File: src/rtl/mac_frame_ctrl.sv
// Frame controller for a never-cleared fixed-point MAC: forwards framed operand
// pairs, tracks beats in flight and emits one baseline-corrected sum per frame.
module mac_frame_ctrl #(
  parameter int int_in_p      = 1,
  parameter int frac_in_p     = 11,
  parameter int int_out_p     = 10,
  parameter int frac_out_p    = 22,
  parameter int count_width_p = 16
) (
  input  logic                              clk_i,
  input  logic                              reset_i,
  input  logic [int_in_p+frac_in_p-1:0]     a_i,
  input  logic [int_in_p+frac_in_p-1:0]     b_i,
  input  logic                              last_i,
  input  logic                              valid_i,
  output logic                              ready_o,
  output logic [int_in_p+frac_in_p-1:0]     mac_a_o,
  output logic [int_in_p+frac_in_p-1:0]     mac_b_o,
  output logic                              mac_valid_o,
  input  logic                              mac_ready_i,
  input  logic                              mac_valid_i,
  input  logic [int_out_p+frac_out_p-1:0]   mac_data_i,
  output logic                              mac_ready_o,
  output logic [int_out_p+frac_out_p-1:0]   sum_o,
  output logic [count_width_p-1:0]          count_o,
  output logic                              valid_o,
  input  logic                              ready_i
);

  localparam int out_w_lp = int_out_p + frac_out_p;
  localparam logic [count_width_p-1:0] one_lp = count_width_p'(1);

  typedef enum logic [1:0] {
    ST_RUN   = 2'd0,
    ST_DRAIN = 2'd1,
    ST_HOLD  = 2'd2
  } state_t;

  state_t                     state_r;
  state_t                     state_s;
  logic [count_width_p-1:0]   beat_r;
  logic [count_width_p-1:0]   outst_r;
  logic [out_w_lp-1:0]        base_r;
  logic [out_w_lp-1:0]        sum_r;
  logic [count_width_p-1:0]   count_r;
  logic                       valid_r;

  logic                       run_s;
  logic                       accept_s;
  logic                       retire_s;
  logic                       done_s;
  logic                       release_s;

  // Handshake decode and next-state selection.
  always_comb begin
    run_s     = (state_r == ST_RUN);
    accept_s  = valid_i && mac_ready_i && run_s;
    // Guarding against an empty counter keeps a spurious MAC strobe from underflowing it.
    retire_s  = mac_valid_i && (outst_r != '0);
    done_s    = (state_r == ST_DRAIN) && mac_valid_i && (outst_r == one_lp);
    release_s = (state_r == ST_HOLD) && ready_i;
    state_s   = state_r;
    case (state_r)
      ST_RUN: begin
        if (accept_s && last_i) begin
          state_s = ST_DRAIN;
        end else begin
          state_s = ST_RUN;
        end
      end
      ST_DRAIN: begin
        if (done_s) begin
          state_s = ST_HOLD;
        end else begin
          state_s = ST_DRAIN;
        end
      end
      ST_HOLD: begin
        if (ready_i) begin
          state_s = ST_RUN;
        end else begin
          state_s = ST_HOLD;
        end
      end
      default: state_s = ST_RUN;
    endcase
  end

  // State, counters, baseline and registered result.
  always_ff @(posedge clk_i) begin
    if (reset_i) begin
      state_r <= ST_RUN;
      beat_r  <= '0;
      outst_r <= '0;
      base_r  <= '0;
      sum_r   <= '0;
      count_r <= '0;
      valid_r <= 1'b0;
    end else begin
      state_r <= state_s;

      case ({accept_s, retire_s})
        2'b10:   outst_r <= outst_r + one_lp;
        2'b01:   outst_r <= outst_r - one_lp;
        default: outst_r <= outst_r;
      endcase

      if (release_s) begin
        beat_r <= '0;
      end else if (accept_s) begin
        beat_r <= beat_r + one_lp;
      end else begin
        beat_r <= beat_r;
      end

      // Modular subtraction recovers the frame sum even across accumulator wrap.
      if (done_s) begin
        sum_r   <= mac_data_i - base_r;
        base_r  <= mac_data_i;
        count_r <= beat_r;
        valid_r <= 1'b1;
      end else if (release_s) begin
        valid_r <= 1'b0;
      end else begin
        valid_r <= valid_r;
      end
    end
  end

  assign mac_a_o     = a_i;
  assign mac_b_o     = b_i;
  assign mac_valid_o = valid_i && run_s;
  assign ready_o     = mac_ready_i && run_s;
  assign mac_ready_o = 1'b1;
  assign sum_o       = sum_r;
  assign count_o     = count_r;
  assign valid_o     = valid_r;

endmodule

File: config.mk
export PLATFORM = sky130hd
export DESIGN_NAME = mac_frame_ctrl
export DESIGN_NICKNAME = d
export VERILOG_FILES = /design/src/rtl/mac_frame_ctrl.sv
export SDC_FILE = /design/constraint.sdc
export NUM_CORES = 1
export LEC_CHECK = 0
export ABC_AREA = 1
export CAP_MARGIN = 15
export CORE_ASPECT_RATIO = 0.8
export CORE_UTILIZATION = 39
export CTS_BUF_LIST = sky130_fd_sc_hd__clkbuf_4 sky130_fd_sc_hd__clkbuf_8 sky130_fd_sc_hd__clkbuf_16
export DETAILED_ROUTE_END_ITERATION = 8
export GPL_TIMING_DRIVEN = 1
export HOLD_SLACK_MARGIN = 0.06
export PLACE_DENSITY_LB_ADDON = 0.15
export SLEW_MARGIN = 5
export SYNTH_ARGS = -nofsm -noshare
export SYNTH_HDL_FRONTEND = slang
export SYNTH_SLANG_ARGS = --single-unit
File: constraint.sdc
create_clock -name clk_i -period 2.88 [get_ports clk_i]
set_clock_uncertainty 0.05 [all_clocks]
set_input_delay 0.288 -clock clk_i [delete_from_list [all_inputs] [get_ports clk_i]]
set_output_delay 0.288 -clock clk_i [all_outputs]
set_load 0.01 [all_outputs]
==> results.tsv <==
metric	value	unit
status	finished clean	
crit_arrival	2.83	ns
pwr-share-clk	39.0	%
drive_gt1_share	4.52	%
row_count	44	
period_share	89.0	%
synth_top_area_share	31.6	%
drtAntennaViolNets	0	
synthTopCellsByArea	dfxtp_1, nand2_1, inv_1	
power_leakage	0.00423	µW
synthesis.nets	1265	
critPathCaptureType	register	
yosysSeqAreaShare	31.6	%
slew_violations	0	
crit_fanout	6	
fin_nets	1326	
grt_overflow	0	
start_kind	register	
async_reset_ff_share	0	%
p_int	3310	µW
insertion_delay	0.43	ns
power_switching	1790	µW
fp.dieH	124	µm
crit_required	3.15	ns
dieArea	0.0193	mm²
initial_utilization	40.0	%
gp_congestion	0.878	
yosys_warnings	0	
place_hpwl	14100	µm
hold_viol	0	
vdd_drop_max	319	µV
rsz0062_at_grt	false	
syn_to_final_growth	20.5	%
die_w	155	µm
p_comb_share	25.7	%
synthFlopType	dfxtp_1	
first_pass_iters	7	
dp_slack	0.290	ns
cts_setup_buffers	0	
synth_top_area_cell	dfxtp_1	
cts_max_path_buffers	2	
cts_tree	done	
h-tree-depth	4	
maxSlewHeadroom	42.6	%
cts_hold_buf	0	
critPathSlowestCell	dfxtp_1	
maxCapViolCount	0	
boundaryPins	139	
tns	0	ns
grt_max_degree	92	
worst_pin_slew	0.861	ns
numCtsBuffers	17	
crit_type	register to register	
worst-path-buf-inv	2	
drt_iter0_markers	426	
cts_sinks	115	
cpLargestDelayFamily	simple AND/OR/NAND/NOR gates	
max_freq	390	MHz
port_buffers	89	
groute.usage.overall	20.6	%
setup_slack	0.317	ns
vias_per_cell	4.67	
ys_seq_elements	115	
drcViolationCount	0	
hold_class	register to register	
crit_path_max_incr_delay	0.36	ns
synth-edff-count	0	
final_common_cell	nand2_1	
power_density	580	mW/mm²
syn_avg_cell_area	6.27	µm²
crit_top_cell	nor2_1	
grt_pass1_vias	6335	
clkTransAtPathRegs	0.06	ns
num_vias	6970	
core_area	0.0182	mm²
finalCriticalPeriod	2.56	ns
cts_resized	0	
wl_per_cell	12.5	µm
path_cells	nor2_1 > nand3_1 > nor4_2 > a31oi_1 > ha_1 > inv_1 > nor2_1 > nor2_1 > o21a_1 > nand2_1 > inv_1 > nand3_1 > nor2_1 > nand2_1 > nand2_1 > nor2_1	
grt_pass1_wl	31400	µm
synth_area	0.00730	mm²
antenna_found_initial	0	
layout_common_cells	nand2_1, inv_1, dfxtp_1	
swShare	35.1	%
synth_cell_type_count	41	
n_antenna_cell	0	
finalSetupViolations	0	
wl	18700	µm
seqPwrFrac	35.3	%
root_buffer	clkbuf_16	
netlist_instances	1164	
==> through the flow <==
| stage | std cells | hold WS (ns) | total power [µW] | cell area (µm²) | utilization [%] |
|---|---|---|---|---|---|
| 4_1_cts | 1491 | 0.405 | 5140 | 8800 | 48.3 |
| 3_3_place_gp | 1459 | 0.389 | 3130 | 8250 | 45.3 |
| 2_1_floorplan | 1164 | 0.373 | 2730 | 7300 | - |
| 5_1_grt | 1491 | 0.426 | 5420 | 8800 | 48.3 |
| 6_report | 1491 | 0.404 | 5100 | 8800 | 48.3 |
| 3_5_place_dp | 1459 | 0.400 | 3140 | 8250 | 45.3 |
==> metal layers <==
layer  wire length, µm  track usage, %
met1              9990            29.8
met2              7510            30.0
met3               946            4.14
met4               260            7.11
met5                 0               0
==> synth_stat cells, drive strengths merged, types with 2 or more instances <==
| cell | n |
|---|---|
| nand2 | 310 |
| inv | 220 |
| dfxtp | 115 |
| a21oi | 112 |
| nor2 | 101 |
| o21ai | 97 |
| nand3 | 52 |
| buf | 41 |
| ha | 37 |
| clkbuf | 15 |
| xor2 | 11 |
| nand4 | 10 |
| nor3 | 9 |
| xnor2 | 7 |
| and2 | 4 |
| o21bai | 4 |
| nand3b | 2 |
| nor4 | 2 |
| o21a | 2 |
| o31ai | 2 |
| or2 | 2 |
==> worst min-delay path, cell delays in order, from the launching register on <==
cell     delay, ns
dfxtp_1       0.30
inv_1         0.06
a21oi_1       0.05
==> power by group through the flow <==
stage	registers (µW)	clock network, µW	logic, µW
final	1800	1990	1310
after global routing	1820	2100	1500
after CTS	1800	2030	1310
after detailed placement	1840	0	1300
after global placement	1830	0	1290
after floorplan	1820	0	919
==> sequential cells by signal, indices dropped and copies added (netlist names) <==
register,flops
base_r,32
beat_r,16
count_o,16
outst_r,16
state_r,2
sum_o,32
valid_o,1
==> path summary, 6_finish.rpt <==
path	start	end	slack, ns	depth (start not counted)
worst max-delay path	outst_r[8]	outst_r[14]	0.32	16
worst min-delay path	base_r[24]	base_r[24]	0.40	2
worst max register to register	outst_r[8]	outst_r[14]	0.32	16
worst min register to register	base_r[24]	base_r[24]	0.40	2
==> final cells by class <==
cell class	instances	area, µm²
tap	253	317
inverter	221	830
clock inverter	15	124
multi-input combinational	772	3810
timing repair buffer	98	983
clock buffer	17	425
sequential	115	2300
fill	1967	9430
==> cells by family (layout without fill, tap and decap cells) <==
kind of cell               Yosys count  after routing  synth area share [%]
buffers and inverters              277            351                  16.3
adders and majority gates           38             38                  6.62
and+or+nand+nor                    493            493                  27.6
AOI/OAI and AO/OA                  222            222                  15.7
other                                1              1                0.0514
xor gates and xnor gates            18             18                  2.16
DFF                                115            115                  31.6
No activity file was read; power rests on OpenSTA's default activity.
==> variant: new RTL, same flow settings <==
Set the parameter `int_out_p` to 11 (it was 10).
--- a/src/rtl/mac_frame_ctrl.sv
+++ b/src/rtl/mac_frame_ctrl.sv
@@ -3,7 +3,7 @@
 module mac_frame_ctrl #(
   parameter int int_in_p      = 1,
   parameter int frac_in_p     = 11,
-  parameter int int_out_p     = 10,
+  parameter int int_out_p     = 11,
   parameter int frac_out_p    = 22,
   parameter int count_width_p = 16
 ) (
Interface: changed (resized mac_data_i and sum_o); port bits go from 139 to 141. The function was not compared with the original's and may differ.
==> variant against the unedited design <==
- count of clock-buffer cells in the layout is 2 higher
- power is 11% higher
- routed wire length up 1.1%
- sequential cell count increased by 2
- area after synthesis increased by 3.6%
- worst setup slack gained 120 ps
- sequential power increased by 4%
- cell area rose by 3.7%
==> variant: results (changes against the unedited design) <==
The flow ran to the end, and the final reports show no timing, DRC or antenna violations. Detailed-placement wirelength estimate: 14300 um (was 14100 um). Ranking of synthesized cells by area: sky130_fd_sc_hd__dfxtp_1, sky130_fd_sc_hd__nand2_1, sky130_fd_sc_hd__inv_1, sky130_fd_sc_hd__a21oi_1, sky130_fd_sc_hd__ha_1 (unchanged). The share of final-layout standard cells stronger than drive strength 1 was 5.20% (was 4.52%); the sequential element share of the synthesized area was 31.0% (was 31.6%). The adder and majority gate portion of the synthesized area is 6.56% (was 6.62%), and the routed length per placed instance is 12.2 um (was 12.5 um). The run gives 31700 um (was 31400 um) as the wire length of the first global-routing pass.

Leading cell types by count after synthesis: sky130_fd_sc_hd__nand2_1, sky130_fd_sc_hd__inv_1, sky130_fd_sc_hd__dfxtp_1, sky130_fd_sc_hd__nor2_1, sky130_fd_sc_hd__a21oi_1 (was sky130_fd_sc_hd__nand2_1, sky130_fd_sc_hd__inv_1, sky130_fd_sc_hd__dfxtp_1, sky130_fd_sc_hd__a21oi_1, sky130_fd_sc_hd__nor2_1). For the length of routed met3 wiring, the log shows 917 um (was 946 um). The area share of xor/xnor cells in the synthesized design came out at 2.32% (was 2.16%). The logs give 2190 uW (was 1990 uW) for the power consumed by the clock network and 7118 (was 6970) for the via count of the routed design.

The power consumed by sequential cells is 1870 uW (was 1800 uW), and the final-layout fill cell count is 2007 (was 1967). Total track usage: 20.2% (was 20.6%). The wire length the detailed router placed on met1 is 10100 um (was 9990 um), and the net count after synthesis is 1314 (was 1265). For the internal power of the cells, the log shows 3740 uW (was 3310 uW). For the number of iterations in the first detailed-routing pass, the log shows 5 (was 7). The distinct cell type count of the synthesized netlist is 40 (was 41). The clock-pin slew of the registers on the worst-case setup and hold paths works out to 60 ps (about the same). The logs give 96 (was 92) for the maximum number of pins on one net before global-route repair and 7690 um (was 7510 um) for the met2 layer wire length in the routed design. Number of nets at the end of the flow: 1378 (was 1326). The run gives 30.2% (was 30.0%) as the met2 track utilization from global routing.

Leakage power: 0.00450 uW (was 0.00423 uW). The routability congestion estimate was 0.851 (was 0.878). The run gives 430 ps (was 320 ps) as the reg-to-reg setup timing slack. The port buffer count is 91 (was 89). The endpoint arrival time on the critical path is 2720 ps (was 2830 ps), and the via count of the first global-routing pass is 6469 (was 6335). The tools report the startpoint of the worst setup timing path as outst_r[10]$_SDFFE_PP0P_ (was outst_r[8]$_SDFFE_PP0P_). The delay of the slowest cell on the worst path was 380 ps (was 360 ps); the post-cts resize count was 0 (unchanged).

The worst IR drop on VDD came out at 0.317 mV (was 0.319 mV). Portion of synthesized cell area occupied by the leading cell type: 31.0% (was 31.6%). The slew at the pin closest to its max-slew limit works out to 879 ps (was 861 ps).

The number of violations reported at the end of detailed-routing iteration 0 is 473 (was 426). The global-route track usage on met3 came out at 3.66% (was 4.14%). The share of the synthesized area in compound gates (AO/OA/AOI/OAI) was 14.9% (was 15.7%). Cell with the largest stage delay on the worst path: sky130_fd_sc_hd__ha_1 (was sky130_fd_sc_hd__dfxtp_1).
## variant: changes by cell type in the layout (fill, tap and decap cells not counted), sizes merged, moves of 4 or more
cell	unedited run	this run
nand2	310	336
inv	226	240
xor2	11	16
o21ai	97	93
a21oi	112	105
nor2	101	109
## variant: layout make-up
cell class / count / area, um2 / share of cell area (%)
clock buffer: 19 / 440 / 4.83
clock inverter: 13 / 158 / 1.73
inverter: 241 / 905 / 9.92
multi-input combinational: 799 / 3970 / 43.5
sequential: 117 / 2340 / 25.7
tap: 258 / 323 / 3.54
timing repair buffer: 99 / 983 / 10.8
## variant: worst reg2reg max path: stages, from the launching register on
cell	delay (ps)
sky130_fd_sc_hd__dfxtp_1	360
sky130_fd_sc_hd__nor2_1	120
sky130_fd_sc_hd__nand2_1	110
sky130_fd_sc_hd__nor4_4	240
sky130_fd_sc_hd__a31oi_1	130
sky130_fd_sc_hd__ha_1	380
sky130_fd_sc_hd__nor2_1	220
sky130_fd_sc_hd__o21ai_0	150
sky130_fd_sc_hd__a21oi_1	250
sky130_fd_sc_hd__nand3_1	130
sky130_fd_sc_hd__o21ai_0	160
sky130_fd_sc_hd__nor2_1	50
## variant: logic make-up after synthesis
kind of cell,Yosys count
other cells,1
flops,117
compound gates,212
xor+xnor,20
simple gates,527
fa+ha+maj,39
buf+inv,295
## variant: through the flow
stage               instances  power (uW)  hold slack [ps]  setup slack (ps)  instance area (um2)
floorplan                1211        3040              373               769                 7560
global placement         1514        3500              393               307                 8520
detailed placement       1514        3500              399               285                 8520
CTS                      1546        5700              408               438                 9120
global route             1546        6040              421               195                 9120
finish                   1546        5680              403               433                 9120
